<file path="src/rtl/router_pkg.sv">
// Shared width helpers for the buffered router: select, payload and FIFO count widths.
package router_pkg;

  function automatic int sel_w(input int n);
    return $clog2(n);
  endfunction

  function automatic int pay_w(input int nbits, input int n);
    return nbits - sel_w(n);
  endfunction

  function automatic int cnt_w(input int depth);
    return $clog2(depth) + 1;
  endfunction

endpackage

</file>
<file path="src/rtl/router_fifo.sv">
// Single-lane FIFO: synchronous push/pop, asynchronous reset of pointers and count.
// Storage is not reset; only the control state is.
module router_fifo
  import router_pkg::*;
#(
  parameter int p_width = 6,
  parameter int p_depth = 4
) (
  input  logic                        clk,
  input  logic                        reset,
  input  logic                        push,
  input  logic                        pop,
  input  logic [p_width-1:0]          wdata,
  output logic [p_width-1:0]          head,
  output logic [cnt_w(p_depth)-1:0]   count,
  output logic                        empty,
  output logic                        full
);

  localparam int AW = $clog2(p_depth);
  localparam int CW = cnt_w(p_depth);

  logic [p_width-1:0] mem [p_depth];
  logic [AW-1:0]      wr_ptr;
  logic [AW-1:0]      rd_ptr;
  logic               do_push;
  logic               do_pop;

  assign empty   = (count == '0);
  assign full    = (count == CW'(p_depth));
  assign do_push = push && !full;
  assign do_pop  = pop && !empty;
  assign head    = mem[rd_ptr];

  always_ff @(posedge clk or posedge reset) begin
    if (reset) begin
      wr_ptr <= '0;
      rd_ptr <= '0;
      count  <= '0;
    end else begin
      if (do_push) wr_ptr <= wr_ptr + 1'b1;
      if (do_pop)  rd_ptr <= rd_ptr + 1'b1;
      case ({do_push, do_pop})
        2'b10:   count <= count + 1'b1;
        2'b01:   count <= count - 1'b1;
        default: count <= count;
      endcase
    end
  end

  always_ff @(posedge clk) begin
    if (do_push) mem[wr_ptr] <= wdata;
  end

endmodule

</file>
<file path="src/rtl/buffered_router.sv">
// 1-to-N packet router: top select bits pick a lane, payload is queued in that lane's FIFO.
// Optional ROUTER_BYPASS_EN forwards a packet combinationally to an empty, ready lane.
module buffered_router
  import router_pkg::*;
#(
  parameter int p_nbits    = 32,
  parameter int p_noutputs = 4,
  parameter int p_depth    = 4
) (
  input  logic                                             clk,
  input  logic                                             reset,
  input  logic                                             valid_in,
  output logic                                             ready_out,
  input  logic [p_nbits-1:0]                               message_in,
  output logic [p_noutputs-1:0]                            valid_out,
  input  logic [p_noutputs-1:0]                            ready_in,
  output logic [p_noutputs*pay_w(p_nbits,p_noutputs)-1:0]  message_out,
  output logic                                             drop
);

  localparam int SELW = sel_w(p_noutputs);
  localparam int PW   = pay_w(p_nbits, p_noutputs);
  localparam int CW   = cnt_w(p_depth);

  logic [SELW-1:0]       sel;
  logic [PW-1:0]         payload;
  logic                  sel_ok;
  logic                  has_room;
  logic                  accept;
  logic [p_noutputs-1:0] hit;
  logic [p_noutputs-1:0] bypass;
  logic [p_noutputs-1:0] push;
  logic [p_noutputs-1:0] pop;
  logic [p_noutputs-1:0] empty;
  logic [p_noutputs-1:0] full;
  logic [PW-1:0]         head_arr [p_noutputs];
  logic [CW-1:0]         cnt_arr  [p_noutputs];
  logic                  drop_p1;

  assign sel     = message_in[p_nbits-1 -: SELW];
  assign payload = message_in[PW-1:0];

  // Input decode: ready depends only on the selected lane's occupancy, never on ready_in.
  always_comb begin
    sel_ok   = int'(sel) < p_noutputs;
    has_room = 1'b1;
    hit      = '0;
    for (int i = 0; i < p_noutputs; i++) begin
      if (int'(sel) == i) begin
        hit[i]   = 1'b1;
        has_room = cnt_arr[i] < CW'(p_depth);
      end
    end
    ready_out = !reset && (!sel_ok || has_room);
    accept    = valid_in && ready_out;
  end

  // Output side: a queued head always wins over a bypassed packet.
  always_comb begin
    bypass      = '0;
    push        = '0;
    pop         = '0;
    valid_out   = '0;
    message_out = '0;
    for (int i = 0; i < p_noutputs; i++) begin
`ifdef ROUTER_BYPASS_EN
      bypass[i] = accept && hit[i] && empty[i] && ready_in[i];
`else
      bypass[i] = 1'b0;
`endif
      push[i]      = accept && hit[i] && !bypass[i] && !full[i];
      pop[i]       = !empty[i] && ready_in[i];
      valid_out[i] = !empty[i] || bypass[i];
      if (!empty[i])
        message_out[i*PW +: PW] = head_arr[i];
      else if (bypass[i])
        message_out[i*PW +: PW] = payload;
    end
  end

  for (genvar g = 0; g < p_noutputs; g++) begin : g_lane
    router_fifo #(
      .p_width (PW),
      .p_depth (p_depth)
    ) u_fifo (
      .clk   (clk),
      .reset (reset),
      .push  (push[g]),
      .pop   (pop[g]),
      .wdata (payload),
      .head  (head_arr[g]),
      .count (cnt_arr[g]),
      .empty (empty[g]),
      .full  (full[g])
    );
  end

  // Drop flag stage: pulses the cycle after an invalid-select transfer.
  always_ff @(posedge clk or posedge reset) begin
    if (reset) drop_p1 <= 1'b0;
    else       drop_p1 <= accept && !sel_ok;
  end

  assign drop = drop_p1;

endmodule

</file>
<file path="config.mk">
export PLATFORM = sky130hd
export DESIGN_NAME = buffered_router
export DESIGN_NICKNAME = d
export VERILOG_FILES = /design/src/rtl/router_pkg.sv /design/src/rtl/router_fifo.sv /design/src/rtl/buffered_router.sv
export SDC_FILE = /design/constraint.sdc
export NUM_CORES = 1
export LEC_CHECK = 0
export ABC_AREA = 1
export CELL_PAD_IN_SITES_DETAIL_PLACEMENT = 0
export CELL_PAD_IN_SITES_GLOBAL_PLACEMENT = 2
export CORE_AREA = 2 2 278 211
export DETAILED_ROUTE_END_ITERATION = 7
export DIE_AREA = 0 0 280 213
export PLACE_DENSITY_LB_ADDON = 0.08
export SETUP_SLACK_MARGIN = 0.5
export SYNTH_ARGS = -nofsm -noshare
export SYNTH_HDL_FRONTEND = slang
export SYNTH_SLANG_ARGS = --single-unit
export TNS_END_PERCENT = 20
</file>
<file path="constraint.sdc">
create_clock -name clk -period 3 [get_ports clk]
set_clock_uncertainty 0.2 [all_clocks]
set_input_delay 0.6 -clock clk [delete_from_list [all_inputs] [get_ports clk]]
set_output_delay 0.6 -clock clk [all_outputs]
set_load 0.01 [all_outputs]
</file>
==> results.ini <==
[drt]
ant_nets=0
viasPerCell=4.85
routed_wl_mm=52.1
vias=12933
drc_errors=0
wl_per_cell_um=19.5
first_iter_violations=757
drtPass1Iterations=4

[yosys]
yosys.area.top_type=edfxtp_1
synth-simple-area-share_pct=10.9
synth_top_family_by_area=simple AND/OR/NAND/NOR gates
synth_common_cells=nor2_1, edfxtp_1, o21ai_0
syn_inst=1623
synth.avg_cell_area_um2=12.5
synth_area_um2=20300
synthAdderAreaFrac_pct=1.63
yosysTopAreaCellShare_pct=71.1
synthTopCellsByArea=edfxtp_1, nor2_1, o21ai_0
synthMuxAreaShare_pct=0
ys_types=29
synth_xor_area_share_pct=0.691
synth_most_common_cell=nor2_1
synth_compound_area_share_pct=9.21
synth-edff-count=480
synth_seq_cells=508
yosysWarnings=0
synth-main-ff-cell=edfxtp_1
async_flop_share_pct=5.51
yosysSeqAreaShare_pct=74.5
synth_nets=1686

[critical_path]
cp-end-kind=output pin
cpLargestDelayFamily=buffers and inverters
max_stage_delay_ps=460
cp_max_fo=6
r2r_slack_ps=480
slowest_stage=dfrtp_2
worst_ep_required_time_ps=2200
crit_type=reg2out
cp_num_buf_inv=4
reg2regPathDepth=10
crit_path_start_kind=flip-flop
cp_common_cell=nor2_1
r2r-start=g_lane[3].u_fifo.count[2]
cp_cell_sequence=buf_6, buf_12, buf_8, nor2_1, nor2_1, o21ai_1, a21oi_2, buf_2
rr_endpoint=g_lane[3].u_fifo.count[2]
critical_path_arrival_ps=2050

[power]
p_leak_nw=9.23
peakVddDrop_mv=0.424
p_per_area_nw_per_um2=1010

[global_route]
antenna_found_initial=0
busiest_layer=met2
grt_util_met3_pct=2.53
overflow=0
groute.usage.overall_pct=17.3
grtUsageMet2_pct=27.2
grt_pass1_wl_mm=77.8
met1_usage_pct=25.0
grt_pass1_vias=13017
grt_max_degree=33

[min_path]
worstHoldPathCells=1
min_to=g_lane[0].u_fifo.rd_ptr[1]
hold_path.startpoint=g_lane[0].u_fifo.rd_ptr[1]
hp-class=reg2reg

[final_layout]
n_fill_cell=5109
drive_gt1_share_pct=21.9
design_area_um2=26200
n_antenna_cell=0
layout.nets=1950
areaGrowthSynthToFinish_pct=29.4

[sta]
fmax_mhz=351
rsz0062_at_grt=yes
worst_pin_slew_ps=701
period_minus_slack_ps=2850
finalHoldViolCount=0
slew_viol_final=0
setup_tns_ps=0
finalSetupViolations=0
slew_headroom_pct=53.1
timing.final.crit_share_pct=94.9

[place]
portBuffers=163
gp_routability_congestion=0.746
placed_cell_area_um2=23700
dp_hpwl_mm=31.6

[clock_network]
clk_latency_ps=580
cts.sinks=508
clk_pin_slew_ps=60
htreeDepth=2
clock-root-buffer=clkbuf_16
cts_buffer_depth=3
cts_made_buffers=53
hold_buffers=0
cts_tree=done

[flow_run]
drv_cap=0

[die]
dieArea_um2=59600
core_um2=57000
rows=76
die_x_um=280
die_h_um=213
boundaryPins=165
start_util_pct=35.6

[status]
status=finished clean

## cells by family (layout without fill, tap and decap cells)
group / count (synthesis) / after routing
other cells: 1 / 1
simple gates: 550 / 550
fa+ha+maj: 24 / 24
flops: 508 / 508
compound gates: 373 / 373
buf+inv: 151 / 456
xor+xnor: 16 / 16
## registers in the layout (all words and copies together) (netlist names)
signal / count
g_lane.u_fifo.rd_ptr: 8
g_lane.u_fifo.mem: 480
g_lane.u_fifo.wr_ptr: 8
g_lane.u_fifo.count: 12
## report_power, final
part / internal, W / switching [W] / leakage (nW) / total [W]
Clock: 0.00389 / 0.00268 / 0.835 / 0.00657
Sequential: 0.00811 / 0.000315 / 4.65 / 0.00842
Combinational: 0.00492 / 0.00647 / 3.75 / 0.0114
## worst max-delay path by stage
stage	startpoint	endpoint	slack [ps]	depth (start not counted)
after floorplan	reset	g_lane[1].u_fifo.count[2]	300	10
after global placement	message_in[31]	ready_out	70	6
after detailed placement	message_in[31]	g_lane[0].u_fifo.count[1]	50	11
after CTS	g_lane[0].u_fifo.rd_ptr[0]	message_out[14]	130	8
after global routing	g_lane[2].u_fifo.rd_ptr[0]	message_out[74]	70	8
final	g_lane[2].u_fifo.rd_ptr[0]	message_out[72]	150	8
## layout by cell type, fill, tap and decap left out, types with 16 or more instances in the layout
master,synthesis,final
o21ai_0,226,158
clkbuf_16,0,62
o21ai_1,22,90
buf_2,28,92
edfxtp_1,480,480
a21oi_1,125,87
nor2_4,1,29
buf_4,2,54
nor2_1,502,461
a21oi_2,0,38
buf_6,0,19
inv_1,57,55
clkdlybuf4s50_1,0,40
buf_12,0,42
dfrtp_1,28,23
nor2_2,3,16
ha_1,20,16
nand2_1,23,22
## layer usage
metal | part of all wire, % | up-vias
met1 | 50 | 6422
met3 | 3.5 | 63
met2 | 45 | 219
met5 | 0 | -
met4 | 2.0 | 0
li1 | - | 6229
## worst reg2reg max path, cell delays in order, from the launching register on
cell	delay [ps]
dfrtp_1	440
nor3_4	50
buf_4	160
bufbuf_16	310
nor2_1	240
ha_4	170
inv_1	60
fa_1	380
a21oi_1	140
o21ai_0	110
xor2_1	150
## area by class of cell
type,count,area [um2],area share [%]
clock inverters,27,312,1.19
clock buffers,69,1410,5.36
flip-flops and latches,508,15100,57.6
multi-input cells,964,5040,19.2
repair buffers,299,3190,12.2
well taps,741,927,3.53
inverters,61,245,0.935
## timing repair
action                     4_1_cts  5_1_grt
cloned                          11       10
gates resized for setup        530       93
setup endpoints to repair      125      127
setup buffers                   34        4
pin swaps                       74       37
## stage by stage
step	utilization (%)	hold WS, ps	cells	setup WS [ps]	power (W)
2_1_floorplan	-	284	1623	302	0.0136
3_3_place_gp	41.6	287	2514	74.6	0.0190
5_1_grt	46.1	329	2669	70.3	0.0280
6_report	46.1	305	2669	154	0.0264
4_1_cts	45.4	301	2655	129	0.0262
3_5_place_dp	41.6	295	2514	52.9	0.0190
(Power assumes the default switching activity.)
